File: config.mk
export PLATFORM = sky130hd
export DESIGN_NAME = seq_pattern_tx
export DESIGN_NICKNAME = d
export VERILOG_FILES = /design/src/rtl/calab2_pkg.sv /design/src/rtl/seq_pattern_tx.sv
export SDC_FILE = /design/constraint.sdc
export NUM_CORES = 1
export LEC_CHECK = 0
export ABC_AREA = 0
export CORE_ASPECT_RATIO = 2
export CORE_UTILIZATION = 52
export DETAILED_ROUTE_END_ITERATION = 10
export GPL_TIMING_DRIVEN = 0
export PLACE_DENSITY = 0.78
export SLEW_MARGIN = 0
export SYNTH_ARGS = -nofsm -noshare
export SYNTH_HDL_FRONTEND = slang
export SYNTH_SLANG_ARGS = --single-unit
File: constraint.sdc
create_clock -name clock -period 2.5 [get_ports clock]
set_input_delay 0.5 -clock clock [delete_from_list [all_inputs] [get_ports clock]]
set_output_delay 0.5 -clock clock [all_outputs]
set_load 0.01 [all_outputs]
File: src/rtl/calab2_pkg.sv
// Shared types and defaults for the pattern transmitter.
// State encodings are fixed so other blocks can decode them.
package calab2_pkg;

   typedef enum logic [1:0] {
      IDLE = 2'b00,
      SEND = 2'b01,
      GAP  = 2'b10,
      DONE = 2'b11
   } state_e;

   localparam int WIDTH_DEF = 8;
   localparam int REP_W_DEF = 4;

endpackage

File: src/rtl/seq_pattern_tx.sv
// Serial pattern transmitter: sends a loaded pattern MSB-first,
// repeated with one idle gap cycle between copies, then pulses done.
module seq_pattern_tx
   import calab2_pkg::*;
#(
   parameter int WIDTH = WIDTH_DEF,
   parameter int REP_W = REP_W_DEF
) (
   input  logic                   clock,
   input  logic                   reset,
   input  logic                   load_valid,
   output logic                   load_ready,
   input  logic [WIDTH-1:0]       load_data,
   input  logic [$clog2(WIDTH):0] load_len,
   input  logic [REP_W-1:0]       load_rep,
   output logic                   tx_bit,
   output logic                   tx_valid,
   output logic                   busy,
   output logic                   done
);

   localparam int LW = $clog2(WIDTH) + 1;
   localparam int IW = (WIDTH > 1) ? $clog2(WIDTH) : 1;

   state_e             state_q, state_d;
   logic [WIDTH-1:0]   data_q, data_d;
   logic [IW-1:0]      top_q, top_d;
   logic [IW-1:0]      bit_q, bit_d;
   logic [REP_W-1:0]   rep_q, rep_d;
   logic [LW-1:0]      eff_len;
   logic               tx_bit_q, tx_valid_q, busy_q, done_q;

   // Zero or oversize length falls back to the full pattern width
   always_comb begin
      if (load_len == '0 || load_len > LW'(WIDTH)) begin
         eff_len = LW'(WIDTH);
      end else begin
         eff_len = load_len;
      end
   end

   always_comb begin
      state_d = state_q;
      data_d  = data_q;
      top_d   = top_q;
      bit_d   = bit_q;
      rep_d   = rep_q;
      case (state_q)
         IDLE: begin
            if (load_valid) begin
               state_d = SEND;
               data_d  = load_data;
               top_d   = IW'(eff_len - LW'(1));
               bit_d   = IW'(eff_len - LW'(1));
               rep_d   = load_rep;
            end
         end
         SEND: begin
            if (bit_q == '0) begin
               state_d = (rep_q != '0) ? GAP : DONE;
            end else begin
               bit_d = bit_q - IW'(1);
            end
         end
         GAP: begin
            state_d = SEND;
            rep_d   = rep_q - REP_W'(1);
            bit_d   = top_q;
         end
         DONE: begin
            state_d = IDLE;
         end
         default: begin
            state_d = IDLE;
         end
      endcase
   end

   // Outputs are registered from the next state so they line up with state_q
   always_ff @(posedge clock) begin
      if (!reset) begin
         state_q    <= IDLE;
         data_q     <= '0;
         top_q      <= '0;
         bit_q      <= '0;
         rep_q      <= '0;
         tx_bit_q   <= 1'b0;
         tx_valid_q <= 1'b0;
         busy_q     <= 1'b0;
         done_q     <= 1'b0;
      end else begin
         state_q    <= state_d;
         data_q     <= data_d;
         top_q      <= top_d;
         bit_q      <= bit_d;
         rep_q      <= rep_d;
         tx_bit_q   <= (state_d == SEND) && data_d[bit_d];
         tx_valid_q <= (state_d == SEND);
         busy_q     <= (state_d != IDLE);
         done_q     <= (state_d == DONE);
      end
   end

   assign load_ready = (state_q == IDLE) && reset;
   assign tx_bit     = tx_bit_q;
   assign tx_valid   = tx_valid_q;
   assign busy       = busy_q;
   assign done       = done_q;

endmodule

# After elaboration in Yosys (flattened, before gate mapping)

Cells that the tools add are included.

Add/subtract/negate cells: 3
Reduce and logical (&&, ||, !) cells: 11
Mux-type cells: 14
Eq/ne operators: 6
$lt $le $gt $ge: 2

Operators by type and width:

| cell                                                  | count |
|---|---|
| 2-to-1 mux 8 bit                                      | 2 |
| 2-to-1 mux 3 bit                                      | 3 |
| one-hot mux 3 bit (3 select lines)                    | 1 |
| one-hot mux 2 bit (4 select lines)                    | 1 |
| one-hot mux 4 bit (2 select lines)                    | 1 |
| == test 2 bit (second input constant)                 | 3 |
| subtractor 3 x 1 -> 3 bit (second input constant)     | 2 |
| == test 2 x 1 -> 1 bit (second input constant)        | 2 |
| greater-than comparator 4 bit (second input constant) | 1 |
| logical NOT 4 bit                                     | 1 |
| < comparator 3 x 4 -> 1 bit (second input constant)   | 1 |
| 2-to-1 mux 2 bit                                      | 2 |
| 2-to-1 mux 4 bit                                      | 1 |
| AND reduction 2 bit                                   | 2 |
| nonzero test 2 bit                                    | 2 |
| nonzero test 4 bit                                    | 1 |
| subtractor 4 x 1 -> 4 bit (second input constant)     | 1 |
| binary-select mux 1 bit (select 3 bit)                | 1 |
| logical NOT 3 bit                                     | 1 |
| logical AND 1 bit                                     | 2 |
| logical NOT 2 bit                                     | 1 |
| 2-to-1 mux 1 bit                                      | 2 |
| inequality test 2 bit (second input constant)         | 1 |
| logical OR 1 bit                                      | 1 |

Bits of input ports: 19
Word-level logic and storage cells: 45
Register bits after elaboration: 24

# Depth between registers and ports, before layout

Word-level depth: 9
Mapped depth: 8
Mapped depth without buffers: 8

# Worst setup path before layout

Ideal clock, no wire load.

Path type: flip-flop to flip-flop
From: reg bit_q[0]
To: reg tx_bit_q (netlist: tx_bit)
Period minus slack after synthesis: 1.840 ns
Arrival time: 1.765 ns
Setup slack: 0.660 ns
Data required time: 2.425 ns
Buffers on the path: 0
Setup time: 0.075 ns
Cell stages (with the launch flop): 9
Cells stage by stage: dfxtp_1 > inv_1 > ha_1 > nor2b_1 > o311ai_1 > nor2_1 > mux2i_1 > a221o_1 > o22ai_1

Longest elaborated chain between the ends: 6
Elaborated cells between the ends (all ways): 11

RTL lines:

| element                                                        | RTL line                                   | source |
|---|---|---|
| start, declared                                                | seq_pattern_tx.sv:28                       | `logic [IW-1:0] bit_q, bit_d;` |
| start signal, assigned                                         | seq_pattern_tx.sv:95                       | `bit_q <= bit_d;` |
| subtractor 3 x 1 -> 3 bit or logical NOT 3 bit (tied branches) | seq_pattern_tx.sv:62, seq_pattern_tx.sv:59 |  |
| 2-to-1 mux 3 bit                                               | seq_pattern_tx.sv:59                       | `if (bit_q == '0) begin` |
| one-hot mux 3 bit (3 select lines)                             | seq_pattern_tx.sv:48                       | `case (state_q)` |
| binary-select mux 1 bit (select 3 bit)                         | seq_pattern_tx.sv:97                       | `tx_bit_q <= (state_d == SEND) && data_d[bit_d];` |
| 2-to-1 mux 1 bit (not written as such)                         | seq_pattern_tx.sv:97                       |  |
| logical AND 1 bit *                                            | seq_pattern_tx.sv:97                       |  |
| end signal, assigned                                           | seq_pattern_tx.sv:97                       |  |
| end, declared                                                  | seq_pattern_tx.sv:31                       | `logic tx_bit_q, tx_valid_q, busy_q, done_q;` |

Mark *: on every way between the ends. The rest lies on a longest branch, timed or not. The select of a mux whose other input is x is not followed.
A chain may end at the register's enable or synchronous reset.

# Worst setup path after layout

Ends and elaborated chain as after synthesis.

==> results.py <==
metrics = {
    "logic_synthesis": {
        "yosys_warnings": 0,
        "postSynth.asyncResetShare_pct": 0,
        "synth_nets": 191,
        "seq_area_frac_synth_pct": 34.6,
        "ys_ff_latch": 24,
        "netlist_area_sq_um": 1390,
        "syn_avg_cell_area_sq_um": 8.32,
        "synthCells": 167,
        "yosysUniqueCellTypes": 44,
        "synth_ff_type": "dfxtp_1",
        "synth_edf_count": 0,
    },
    "global_route": {
        "grt_max_degree": 14,
        "overflow": 0,
        "grt_pass1_vias": 1378,
        "grt_pass1_wl_microns": 5700,
        "busiest_layer": "met2",
        "grtUsageMet1_pct": 26.8,
        "antenna_found_initial": 0,
        "met2_usage_pct": 51.9,
        "track_usage_pct": 27.4,
        "met3_usage_pct": 2.95,
    },
    "clock_tree": {
        "cts_root_buf": "clkbuf_8",
        "cts_max_path_buffers": 2,
        "path_clk_slew_ns": 0.09,
        "post-cts-setup-buffers": 0,
        "cts_tree": "yes",
        "htreeDepth": 1,
        "clock_latency_ns": 0.27,
        "cts.sinks": 24,
        "cts_inserted_buffers": 3,
    },
    "run": {
        "maxCapViolations": 0,
    },
    "finish": {
        "antenna_cells": 0,
        "layout_commonest_cell": "dfxtp_1",
        "multi_input_area_sq_um": 822,
        "finalNetCount": 219,
        "layout_common_cells": "dfxtp_1 (24), clkdlybuf4s50_1 (23), nand2_1 (21)",
        "utilization_pct": 67.5,
        "seq_area_sq_um": 480,
        "area_delta_synth_final_pct": 23.2,
        "stdcell_count": 222,
        "layout-drive-gt1-share_pct": 8.76,
        "fillers": 239,
    },
    "sta": {
        "fin_ws_ns": 0.102,
        "finalSetupTns_ns": 0,
        "setup_viol": 0,
        "slew_headroom_pct": 51.1,
        "hold_viol_final": 0,
        "timing.final.crit_share_pct": 95.9,
        "rsz0062_at_grt": "no",
        "fin_crit_ns": 2.40,
        "fin_skew_ns": 0.00297,
        "tightest_slew_ns": 0.722,
        "maxSlewViolCount": 0,
        "fmax_ghz": 0.417,
    },
    "pwr": {
        "peakVddDrop_mv": 0.459,
        "leakage_uw": 0.000654,
        "swShare_pct": 34.5,
        "power.switching_uw": 415,
        "clkPwrFrac_pct": 22.5,
        "comb_power_share_pct": 38.9,
        "p_total_uw": 1200,
        "intPower_uw": 786,
        "power_frac_seq_pct": 38.6,
        "powerDensity_nw_per_um2": 702,
    },
    "drt": {
        "routedWlPerCell_microns": 15.9,
        "drtAntennaViolNets": 0,
        "drc_errors": 0,
        "first_pass_iters": 4,
        "drt_wl_total_microns": 3530,
        "drtIter0Drc": 35,
        "vias_per_cell": 6.05,
        "vias": 1343,
    },
    "placement": {
        "gp_congestion": 0.883,
        "hpwl_microns": 2690,
        "dp.cells": 218,
        "place_ws_ns": -0.120,
        "portBuffers": 23,
    },
    "setup_path": {
        "r2r_cells": 8,
        "crit_start": "bit_q[0]$_SDFF_PN0_",
        "worstSetupEndpointType": "register",
        "timing.rr.start": "bit_q[0]$_SDFF_PN0_",
        "critical_path_required_ns": 2.66,
        "cp_data_arrival_time_ns": 2.56,
        "crit_path_start_kind": "register",
        "crit_path_end": "tx_bit$_SDFF_PN0_",
        "worstSetupPathType": "reg2reg",
        "cp_max_fo": 7,
        "r2r_end": "tx_bit$_SDFF_PN0_",
        "regToRegSetupSlack_ns": 0.10,
    },
    "worst_hold_path": {
        "holdCritStartpoint": "data_q[2]$_SDFF_PN0_",
        "hold_class": "reg2reg",
    },
    "floorplan": {
        "die_w_microns": 38.5,
        "die_h_microns": 75.1,
        "dieArea_sq_um": 2890,
        "initial_utilization_pct": 54.7,
        "ios": 24,
        "rows": 26,
        "core_sq_um": 2540,
    },
    "run_status": {
        "status": "finished, final reports clean",
    },
}
[power groups by stage]
| stage | sequential, uW | clock (uW) | combinational [uW] |
|---|---|---|---|
| 5_1_grt | 468 | 288 | 511 |
| 4_1_cts | 464 | 271 | 461 |
| 6_report | 464 | 271 | 467 |
| 2_1_floorplan | 469 | 0 | 318 |
| 3_3_place_gp | 469 | 0 | 438 |
| 3_5_place_dp | 473 | 0 | 455 |
[sequential cells by signal, summed over array words and instances, names as in the netlist]
signal	count
done	1
busy	1
rep_q	4
data_q	8
top_q	3
tx_valid	1
state_q	2
tx_bit	1
bit_q	3
[critical path, stage by stage (launching register included)]
cell	delay, ns
dfxtp_1	0.40
inv_1	0.11
ha_1	0.25
nor2b_1	0.24
o311ai_1	0.65
o2111ai_1	0.22
a21oi_1	0.21
a221o_1	0.14
o22ai_1	0.06
[cell families (layout without fill, tap and decap cells)]
| family | after synthesis | in the layout | synth area share [%] |
|---|---|---|---|
| AO/OA/AOI/OAI | 45 | 45 | 22.8 |
| XOR/XNOR | 1 | 1 | 0.631 |
| adder cells (fa/ha/maj) | 5 | 5 | 4.50 |
| buffers and inverters | 15 | 42 | 6.22 |
| flip-flops | 24 | 24 | 34.6 |
| multiplexers | 7 | 7 | 5.32 |
| AND/OR/NAND/NOR | 70 | 70 | 25.9 |
[worst min path at each step]
stage	endpoint	slack, ns	depth (start not counted)
3_5_place_dp	data_q[2]$_SDFF_PN0_	0.45	2
5_1_grt	data_q[6]$_SDFF_PN0_	0.47	2
3_3_place_gp	data_q[6]$_SDFF_PN0_	0.44	2
6_report	data_q[2]$_SDFF_PN0_	0.46	2
4_1_cts	data_q[6]$_SDFF_PN0_	0.46	2
2_1_floorplan	data_q[2]$_SDFF_PN0_	0.43	2
[area by class of cell]
cell class,count,share of cell area [%]
multi-input cells,128,48.0
plain buffers,8,3.51
well taps,28,2.05
repair buffers,23,13.5
clock buffers,4,3.22
inverters,7,1.68
flip-flops and latches,24,28.1
[metal layers]
metal | wire, microns | up-vias
li1 | - | 650
met5 | 0 | -
met3 | 80 | 14
met1 | 1350 | 641
met4 | 129 | 0
met2 | 1970 | 38
[cells in the mapped netlist, types with 2 or more instances]
library cell | instances | share of area (%)
clkbuf_1 | 3 | 0.81
nor2b_1 | 3 | 1.4
mux2i_1 | 4 | 2.9
o21ai_0 | 7 | 2.5
mux2_2 | 2 | 1.6
nor3_1 | 8 | 2.9
inv_1 | 6 | 1.6
nand3b_1 | 2 | 1.1
nor2_1 | 15 | 4.1
nand3_1 | 5 | 1.8
nand4_1 | 2 | 0.90
nand2b_1 | 6 | 2.7
ha_1 | 5 | 4.5
dfxtp_1 | 24 | 35
o21bai_1 | 2 | 1.1
o31ai_1 | 2 | 1.1
nor3b_1 | 2 | 1.1
a21oi_1 | 19 | 6.8
buf_4 | 2 | 1.1
o311ai_1 | 2 | 1.3
nand2_1 | 21 | 5.7
buf_6 | 3 | 2.4
[metrics by stage]
stage	hold WS (ns)	area (sq um)
floorplan	0.433	1390
global placement	0.443	1650
detailed placement	0.446	1650
CTS	0.460	1710
global route	0.471	1710
finish	0.459	1710
[what timing repair did]
action / CTS / global route
cloned: 0 / 0
setup endpoints to repair: 1 / 1
hold buffers: 0 / 0
hold endpoints to repair: 0 / 0
resized for setup: 1 / 1
Note: power is estimated with default switching activity, not from simulation.
